==> src/rtl/kpn_fifo_reader.sv <==
// KPN consumer node: blocking reads from an upstream FIFO, one token in flight, valid/ready output.
// Optional running sum of accepted tokens on sum_out when KPN_READER_SUM_EN is defined.
module kpn_fifo_reader #(
  parameter int BITS_NUMBER = 16,
  parameter int TOKEN_COUNT = 4,
  parameter int COUNT_BITS  = 16
) (
  input  logic                   clk,
  input  logic                   reset,
  input  logic                   start,
  input  logic                   fifo_empty,
  input  logic [BITS_NUMBER-1:0] fifo_data,
  output logic                   fifo_rd,
  output logic                   out_valid,
  input  logic                   out_ready,
  output logic [BITS_NUMBER-1:0] out_data,
  output logic [COUNT_BITS-1:0]  tokens_read,
  output logic                   busy,
  output logic                   done
`ifdef KPN_READER_SUM_EN
  ,
  output logic [BITS_NUMBER+COUNT_BITS-1:0] sum_out
`endif
);

  // state | meaning
  // IDLE  | waiting for start
  // REQ   | issue rd as soon as the FIFO is non-empty
  // WAIT  | FIFO read latency; fifo_data valid this cycle
  // HOLD  | token presented downstream until accepted
  // DONE  | one-cycle done pulse, then IDLE
  typedef enum logic [2:0] {
    S_IDLE,
    S_REQ,
    S_WAIT,
    S_HOLD,
    S_DONE
  } state_t;

  localparam logic [COUNT_BITS-1:0] TC = COUNT_BITS'(TOKEN_COUNT);

  state_t                   state_q, state_d;
  logic                     out_valid_q, out_valid_d;
  logic [BITS_NUMBER-1:0]   out_data_q, out_data_d;
  logic [COUNT_BITS-1:0]    tokens_q, tokens_d;
  logic [COUNT_BITS-1:0]    tokens_inc;
  logic                     accept;
  logic                     last_tok;
  logic                     run_start;
`ifdef KPN_READER_SUM_EN
  logic [BITS_NUMBER+COUNT_BITS-1:0] sum_q, sum_d;
`endif

  assign tokens_inc = tokens_q + COUNT_BITS'(1);
  assign accept     = (state_q == S_HOLD) && out_valid_q && out_ready;
  assign last_tok   = (TOKEN_COUNT != 0) && (tokens_inc == TC);
  assign run_start  = (state_q == S_IDLE) && start;

  always_ff @(posedge clk) begin
    if (reset) begin
      state_q     <= S_IDLE;
      out_valid_q <= 1'b0;
      out_data_q  <= '0;
      tokens_q    <= '0;
`ifdef KPN_READER_SUM_EN
      sum_q       <= '0;
`endif
    end else begin
      state_q     <= state_d;
      out_valid_q <= out_valid_d;
      out_data_q  <= out_data_d;
      tokens_q    <= tokens_d;
`ifdef KPN_READER_SUM_EN
      sum_q       <= sum_d;
`endif
    end
  end

  always_comb begin
    state_d = state_q;
    case (state_q)
      S_IDLE: if (start) state_d = S_REQ;
      S_REQ:  if (!fifo_empty) state_d = S_WAIT;
      S_WAIT: state_d = S_HOLD;
      S_HOLD: if (accept) state_d = last_tok ? S_DONE : S_REQ;
      S_DONE: state_d = S_IDLE;
      default: state_d = S_IDLE;
    endcase
  end

  // Datapath next values; the token is captured at the end of WAIT.
  always_comb begin
    out_valid_d = out_valid_q;
    out_data_d  = out_data_q;
    tokens_d    = tokens_q;
    if (run_start) tokens_d = '0;
    if (state_q == S_WAIT) begin
      out_valid_d = 1'b1;
      out_data_d  = fifo_data;
    end
    if (accept) begin
      out_valid_d = 1'b0;
      tokens_d    = tokens_inc;
    end
  end

`ifdef KPN_READER_SUM_EN
  always_comb begin
    sum_d = sum_q;
    if (run_start) sum_d = '0;
    else if (accept) sum_d = sum_q + (BITS_NUMBER+COUNT_BITS)'(out_data_q);
  end
  assign sum_out = sum_q;
`endif

  always_comb begin
    fifo_rd = (state_q == S_REQ) && !fifo_empty;
    busy    = (state_q != S_IDLE);
    done    = (state_q == S_DONE);
  end

  assign out_valid   = out_valid_q;
  assign out_data    = out_data_q;
  assign tokens_read = tokens_q;

endmodule
==> config.mk <==
export PLATFORM = sky130hd
export DESIGN_NAME = kpn_fifo_reader
export DESIGN_NICKNAME = d
export VERILOG_FILES = /design/src/rtl/kpn_fifo_reader.sv
export SDC_FILE = /design/constraint.sdc
export NUM_CORES = 1
export LEC_CHECK = 0
export ABC_AREA = 1
export CORE_UTILIZATION = 41
export CTS_CLUSTER_DIAMETER = 100
export DETAILED_ROUTE_END_ITERATION = 10
export PLACE_DENSITY = 0.75
export SYNTH_ARGS = -nofsm -noshare
export SYNTH_HDL_FRONTEND = slang
export SYNTH_SLANG_ARGS = --single-unit
==> constraint.sdc <==
create_clock -name clk -period 1.65 [get_ports clk]
set_input_delay 0.33 -clock clk [delete_from_list [all_inputs] [get_ports clk]]
set_output_delay 0.33 -clock clk [all_outputs]
set_load 0.005 [all_outputs]
======== Word-level counts from Yosys, hierarchy flattened ========
Cells that the tools add are included.
storage, ports and cells
  flip-flop bits (word level) ............. 36
  input bits .............................. 21
  output and inout port bits .............. 36
  logic and storage cells ................. 30
operators by class
  add/subtract/negate cells ............... 1
  eq/ne operators ......................... 8
  multiplexer cells ....................... 7
  reductions and logical operators ........ 10
operators with widths
  cell                                                  number
  2-to-1 mux 16 bit                                     2
  adder 16 x 1 -> 16 bit, second input constant         1
  equality test 16 x 3 -> 1 bit, second input constant  1
  2-to-1 mux 3 bit                                      4
  one-hot mux 3 bit (4 select lines)                    1
  equality test 3 x 2 -> 1 bit, second input constant   2
  inequality test 2 bit, second input constant          3
  logical AND 1 bit                                     4
  equality test 3 x 1 -> 1 bit, second input constant   1
  equality test 3 bit, second input constant            1
  logical NOT 3 bit                                     1
  AND reduction 3 bit                                   1
  nonzero test 3 bit                                    1
  nonzero test 2 bit                                    1
  OR reduction 2 bit                                    1
  logical NOT 1 bit                                     1

======== Longest topological paths before layout ========
Gate-level depths: netlist (run 1).
  depth in word-level cells ............... 5
  gate-level depth with buffers ........... 14
  depth with buffers taken out ............ 14

======== Worst setup path after synthesis (run 1) ========
No wires, ideal clock.
  path kind ............................... flip-flop to flip-flop
  start ................................... reg tokens_q[0], in the netlist tokens_read[0]
  end ..................................... reg state_q[0]
  library setup time ...................... 0.131 ns
  arrival ................................. 1.539 ns
  data required time ...................... 1.519 ns
  slack ................................... -0.020 ns
  stages on the path, launching flop included .. 15
  buffers on the path ..................... 0
  clock period less this slack ............ 1.670 ns
  path through ............................ dfxtp_1 -> ha_1 -> nand3_2 -> nor2_4 -> nand2_1 -> nand2_1 -> nand2_1 -> nor2_1 -> nand2_1 -> nor2_1 -> nand2_1 -> nand2_1 -> nand2_1 -> nand2_1 -> a21oi_2
on the way
  longest elaborated chain between the ends .. 5
RTL lines
  element                             line  source
  start: declaration                  45    logic [COUNT_BITS-1:0] tokens_q, tokens_d;
  start signal: assignment            72    tokens_q <= tokens_d;
  adder 16 x 1 -> 16 bit              54    assign tokens_inc = tokens_q + COUNT_BITS'(1);
  equality test 16 x 3 -> 1 bit       56    assign last_tok = (TOKEN_COUNT != 0) && (tokens_inc == TC);
  2-to-1 mux 3 bit (2 in series)      85    S_HOLD: if (accept) state_d = last_tok ? S_DONE : S_REQ;
  one-hot mux 3 bit (4 select lines)  81    case (state_q)
  end signal: assignment              69    state_q <= state_d;
  end: declaration                    42    state_t state_q, state_d;
Every way passes these cells. The select of a mux whose other input is x is not followed.
A chain may end at the register's enable or synchronous reset.

======== Worst setup path after layout (run 1) ========
  start ................................... reg tokens_q[1], in the netlist tokens_read[1]
  end ..................................... reg state_q[0]
Same word-level chain as after synthesis.

==> metrics.cfg, run 1 <==
[outcome]
status = complete, no violations

[floorplan]
core_area_um2 = 4090
die_h_um = 68.2
dieArea_um2 = 4640
start_util_pct = 43.9
num_rows = 23
ioPinCount = 57
die_x_um = 68.2

[setup_path]
start_kind = flip-flop
path_max_fanout = 5
crit_required_ns = 1.83
timing.rr.start = tokens_read[1]$_SDFFE_PP0P_
cp-end-kind = flip-flop
cp_data_arrival_time_ns = 1.82
critPathKind = flip-flop to flip-flop
critPathMostFrequentCell = nand2_1
cpPeakStageDelay_ns = 0.35
crit_chain = buf_4 > nand2_2 > nor2_4 > nand2_2 > nand2_2 > nand3_1 > nor2_1 > nand2_1 > nor2_1 > nand2_1 > nand2_1 > nand2_1 > nand2_1 > a21oi_2
slowest_stage = dfxtp_2
worstSetupStartpoint = tokens_read[1]$_SDFFE_PP0P_

[detailed_routing]
drt_iter0_drc = 112
wl_per_cell_um = 11.7
drc = 0
drtPass1Iterations = 4
vias_per_cell = 4.91
vias = 2008
drtAntennaViolNets = 0
drt_wl_total_um = 4790

[sta]
slew_headroom_pct = 71.5
drv_slew = 0
fin_skew_ns = 0.00253
hold_viol_final = 0
setup_tns_ns = 0
tightest_slew_ns = 0.428
worst_slack_ns = 0.00446
holdWs_ns = 0.444
min_period_ns = 1.65
period_share_pct = 99.7
setup_viol = 0
fmax_ghz = 0.608
rsz0062_at_grt = true

[synth]
synth-seq-cells = 36
yosysUniqueCellTypes = 22
ys_seq_area_share_pct = 40.2
avgSynthCellArea_um2 = 6.60
yosys_warnings = 0
netlist_area_um2 = 1790
synthCells = 272
syn-num-nets = 294

[clocking]
root_buffer = clkbuf_8
clkTransAtPathRegs_ns = 0.07
cts_buffer_depth = 2
clock-sinks = 36
cts_tree = built
numCtsBuffers = 5
h-tree-depth = 2
clock_latency_ns = 0.29
cts.hold.buffers_added = 0

[placement]
numPortBuffers = 56
placedCellCount = 392
dp.final_hpwl_um = 3260
gp_congestion = 0.861
post-place-ws_ns = -0.0418

[worst_hold_path]
min_from = out_data[2]$_SDFFE_PP0P_
hold_path.class = flip-flop to flip-flop

[power]
p_leak_nw = 1.09
ir_drop_mv = 0.613
total_power_w = 0.00244
powerDensity_nw_per_um2 = 863

[global_routing]
grt_pass1_vias = 1803
antenna_found_initial = 0
gr-total-overflow = 0
grt_pass1_wl_um = 7680
grt_max_degree = 36
grt.total_usage_pct = 22.1

[final_layout]
stdcell_count = 409
syn2layout_area_growth_pct = 57.4
fin_nets = 380
drive_gt1_share_pct = 20.9
antennaDiodeCount = 0

[job]
maxCapViolations = 0

routing by layer:
layer  up-vias  share of wire [%]  GRT usage [%]  wire [um]
li1       1041                  -              -          -
met1       897                 43           26.3       2070
met2        61                 48           35.8       2300
met3         9                7.1           7.67        340
met4         0                1.5           9.11         74
met5         -                  0              0          0
cells in the mapped netlist:
cell / number / share of area (%)
nand2_1: 77 / 16
nand3_2: 1 / 0.56
nand2_2: 1 / 0.35
a211oi_1: 1 / 0.42
a21oi_2: 1 / 0.49
nor4_1: 1 / 0.35
nand4_1: 5 / 1.7
o21ai_1: 1 / 0.28
xor2_1: 1 / 0.49
o21bai_1: 2 / 0.84
clkbuf_1: 6 / 1.3
nor3_1: 4 / 1.1
inv_1: 42 / 8.8
nand3_1: 20 / 5.6
nor2_2: 4 / 1.4
dfxtp_1: 36 / 40
o21ai_0: 20 / 5.6
buf_2: 2 / 0.56
nor2_1: 9 / 1.9
a21oi_1: 34 / 9.5
ha_1: 1 / 0.70
nor2_4: 3 / 1.9
sequential cells by signal, summed over array words and instances, names as in the netlist:
| register | flops |
|---|---|
| out_data | 16 |
| tokens_read | 16 |
| state_q | 3 |
| out_valid | 1 |
cell type report:
type / count / area, um2
Clock buffer: 6 / 72.6
Clock inverter: 2 / 35.0
Fill cell: 352 / 1260
Inverter: 42 / 161
Multi-Input combinational cell: 186 / 963
Sequential cell: 36 / 737
Tap cell: 50 / 62.6
Timing Repair Buffer: 87 / 792
metrics by stage:
| step | area, um2 | util (%) |
|---|---|---|
| finish | 2820 | 69.1 |
| global route | 2820 | 69.1 |
| CTS | 2700 | 66.1 |
| detailed placement | 2550 | 62.5 |
| global placement | 2550 | 62.5 |
| floorplan | 1800 | - |
power by group:
part / internal (W) / switching, W / total, W
Combinational: 0.000360 / 0.000294 / 0.000654
Clock: 0.000448 / 0.000319 / 0.000767
Sequential: 0.000962 / 0.0000548 / 0.00102
Total: 0.00177 / 0.000668 / 0.00244
critical path, delay by kind of cell, from the launching register on:
kind,cells,cell delay [ns]
simple gates,12,1.00
flops,1,0.35
compound gates,1,0.05
buf+inv,1,0.13
worst paths after layout:
check	to	slack, ns	depth (start not counted)
hold / removal	out_data[2]$_SDFFE_PP0P_	0.44	2
hold reg to reg	out_data[2]$_SDFFE_PP0P_	0.44	2
setup reg to reg	state_q[0]$_SDFFE_PP0P_	0.004	14
setup / recovery	state_q[0]$_SDFFE_PP0P_	0.004	14
cells in the final DEF (no fill, tap or decap), drive strengths merged, types with 2 or more instances in the layout:
master         instances
dlygate4sd2            3
clkdlybuf4s50         52
dfxtp                 36
nand3                 21
clkbuf                 6
a21oi                 35
nor3                   4
o21ai                 21
inv                   41
o21bai                 2
nand2                 78
nor2                  16
buf                   31
nand4                  5
kinds of logic after synthesis:
family                     share of synthesized area, %
and+or+nand+nor                                    31.0
AOI/OAI and AO/OA                                  17.1
buffers and inverters                              10.6
DFF                                                40.2
xor gates and xnor gates                          0.488
adders and majority gates                         0.697
repair_timing:
item	in CTS	in global routing
pin swaps	2	11
buffers inserted	4	5
endpoints found under the setup margin	6	25
gates cloned	0	0
gates resized for setup	6	29
Power figures use the tool's default switching activity.
==> run 2, diff against run 1 <==
- CORE_UTILIZATION: 41 -> 49
- PLACE_DENSITY: 0.75 -> 0.84
- clock period: 1.65 -> 2.1 ns (I/O delays scaled with it)
==> run 2 against run 1 <==
  * Routed wire length shrank 9.9%
  * Combinational power down 35%
  * Setup slack improved by 0.16 ns
  * Register-to-register slack gained 0.29 ns
  * Sequential share of layout area increased by 3.1 points
==> metrics.cfg, run 2 (same netlist as run 1, synthesis figures left out) <==
[outcome]
status = complete, no violations

[setup_path]
reg2regPathDepth = 14
cp-endpoint = done
r2r-end = state_q[0]$_SDFFE_PP0P_
start_kind = flip-flop
rrSetupSlack_ns = 0.29
cp-end-kind = output pin
critPathKind = flip-flop to output pin
timing.rr.start = tokens_read[0]$_SDFFE_PP0P_
worstSetupStartpoint = state_q[2]$_SDFFE_PP0P_
crit_required_ns = 1.68
path_max_fanout = 4
cp_data_arrival_time_ns = 1.51

[floorplan]
die_x_um = 62.5
die_h_um = 62.5
dieArea_um2 = 3910
num_rows = 21
ioPinCount = 57
core_area_um2 = 3420
start_util_pct = 52.5

[sta]
slew_headroom_pct = 68.0
drv_slew = 0
period_share_pct = 92.0
setup_tns_ns = 0
fin_skew_ns = 0.00797
min_period_ns = 1.93
rsz0062_at_grt = false
setup_viol = 0
tightest_slew_ns = 0.479
fmax_ghz = 0.517
worst_slack_ns = 0.167
hold_viol_final = 0

[final_layout]
syn2layout_area_growth_pct = 39.5
drive_gt1_share_pct = 7.81
stdcell_count = 379
fillers = 284
multi_input_area_um2 = 898
final_common_cell = nand2_1
fin_nets = 354
final_cell_mix = nand2_1 (77), clkdlybuf4s50_1 (55), inv_1 (42)
register_area_um2 = 729
antennaDiodeCount = 0

[clocking]
numCtsBuffers = 5
cts_buffer_depth = 2
clock_latency_ns = 0.34
root_buffer = clkbuf_4
cts.hold.buffers_added = 0
clock-sinks = 36
h-tree-depth = 2
clkTransAtPathRegs_ns = 0.10
cts_tree = built

[placement]
placedCellCount = 370
gp_congestion = 0.889
post-place-ws_ns = 0.234
numPortBuffers = 56
dp.final_hpwl_um = 2980

[worst_hold_path]
hold_path.class = flip-flop to flip-flop

[global_routing]
grt_pass1_vias = 1752
antenna_found_initial = 0
grt.total_usage_pct = 23.7
gr-total-overflow = 0
grt_pass1_wl_um = 7470
grt_max_degree = 36

[detailed_routing]
drt_wl_total_um = 4310
drc = 0
drt_iter0_drc = 135
drtAntennaViolNets = 0
vias = 1935
vias_per_cell = 5.11
drtPass1Iterations = 4
wl_per_cell_um = 11.4

[power]
powerDensity_nw_per_um2 = 648
ir_drop_mv = 0.445
p_leak_nw = 0.916

[job]
maxCapViolations = 0

[run 2: changes by cell type in the layout (fill, tap and decap cells not counted), moves of 2 or more]
cell             previous run  this run
buf_4                      31         5
dfxtp_2                    10         1
dfxtp_1                    25        33
nand2_1                    70        77
nand2_2                     8         1
clkbuf_4                    0         5
clkbuf_8                    5         1
clkdlybuf4s50_1            52        55
dlygate4sd2_1               3         0
inv_1                      40        42
nand3_1                    18        20
nand3_2                     2         0
nor2_4                      5         3
[run 2: final cells by class]
class                      count  share of cell area [%]
sequential                    36                    29.2
clock buffer                   8                    2.35
inverter                      42                    6.30
multi-input combinational    186                    35.9
tap                           46                    2.30
timing repair buffer          61                    24.0
[run 2: worst min path at each step]
stage,from,end,slack (ns),cells after the start
2_1_floorplan,out_data[10]$_SDFFE_PP0P_,out_data[10]$_SDFFE_PP0P_,0.44,2
3_3_place_gp,out_data[13]$_SDFFE_PP0P_,out_data[13]$_SDFFE_PP0P_,0.43,2
3_5_place_dp,out_data[7]$_SDFFE_PP0P_,out_data[7]$_SDFFE_PP0P_,0.44,2
4_1_cts,out_data[3]$_SDFFE_PP0P_,out_data[3]$_SDFFE_PP0P_,0.45,2
5_1_grt,out_data[13]$_SDFFE_PP0P_,out_data[13]$_SDFFE_PP0P_,0.48,2
6_report,out_data[7]$_SDFFE_PP0P_,out_data[7]$_SDFFE_PP0P_,0.45,2
[run 2: what timing repair did]
action,in CTS,in global routing
setup buffers,0,1
gates resized for setup,1,8
endpoints found under the setup margin,1,3
pin swaps,0,2
[run 2: metal layers]
layer	GRT usage, %	share of wire [%]	up-vias
met1	26.5	42	856
met4	7.27	2.4	0
li1	-	-	999
met2	40.5	47	68
met3	10.0	8.7	12
met5	0	0	-
[run 2: worst max-delay path, stage by stage, from the launching register on]
cell and delay, ns:
dfxtp_1 0.40, inv_1 0.10, nor3_1 0.15, clkdlybuf4s50_1 0.53
[run 2: stage by stage]
step                      util, %  hold WS, ns  total power [W]  cell area, um2
final                        73.3        0.448          0.00162            2500
after CTS                    72.3        0.452          0.00162            2470
after floorplan                 -        0.440          0.00100            1790
after global placement       70.5        0.431          0.00122            2410
after global routing         73.3        0.479          0.00173            2500
after detailed placement     70.5        0.438          0.00123            2410
[run 2: where the power goes]
part | switching [W] | internal (W)
combinational | 0.000199 | 0.000230
clock | 0.000222 | 0.000165
sequential | 0.0000484 | 0.000758
total | 0.000469 | 0.00115
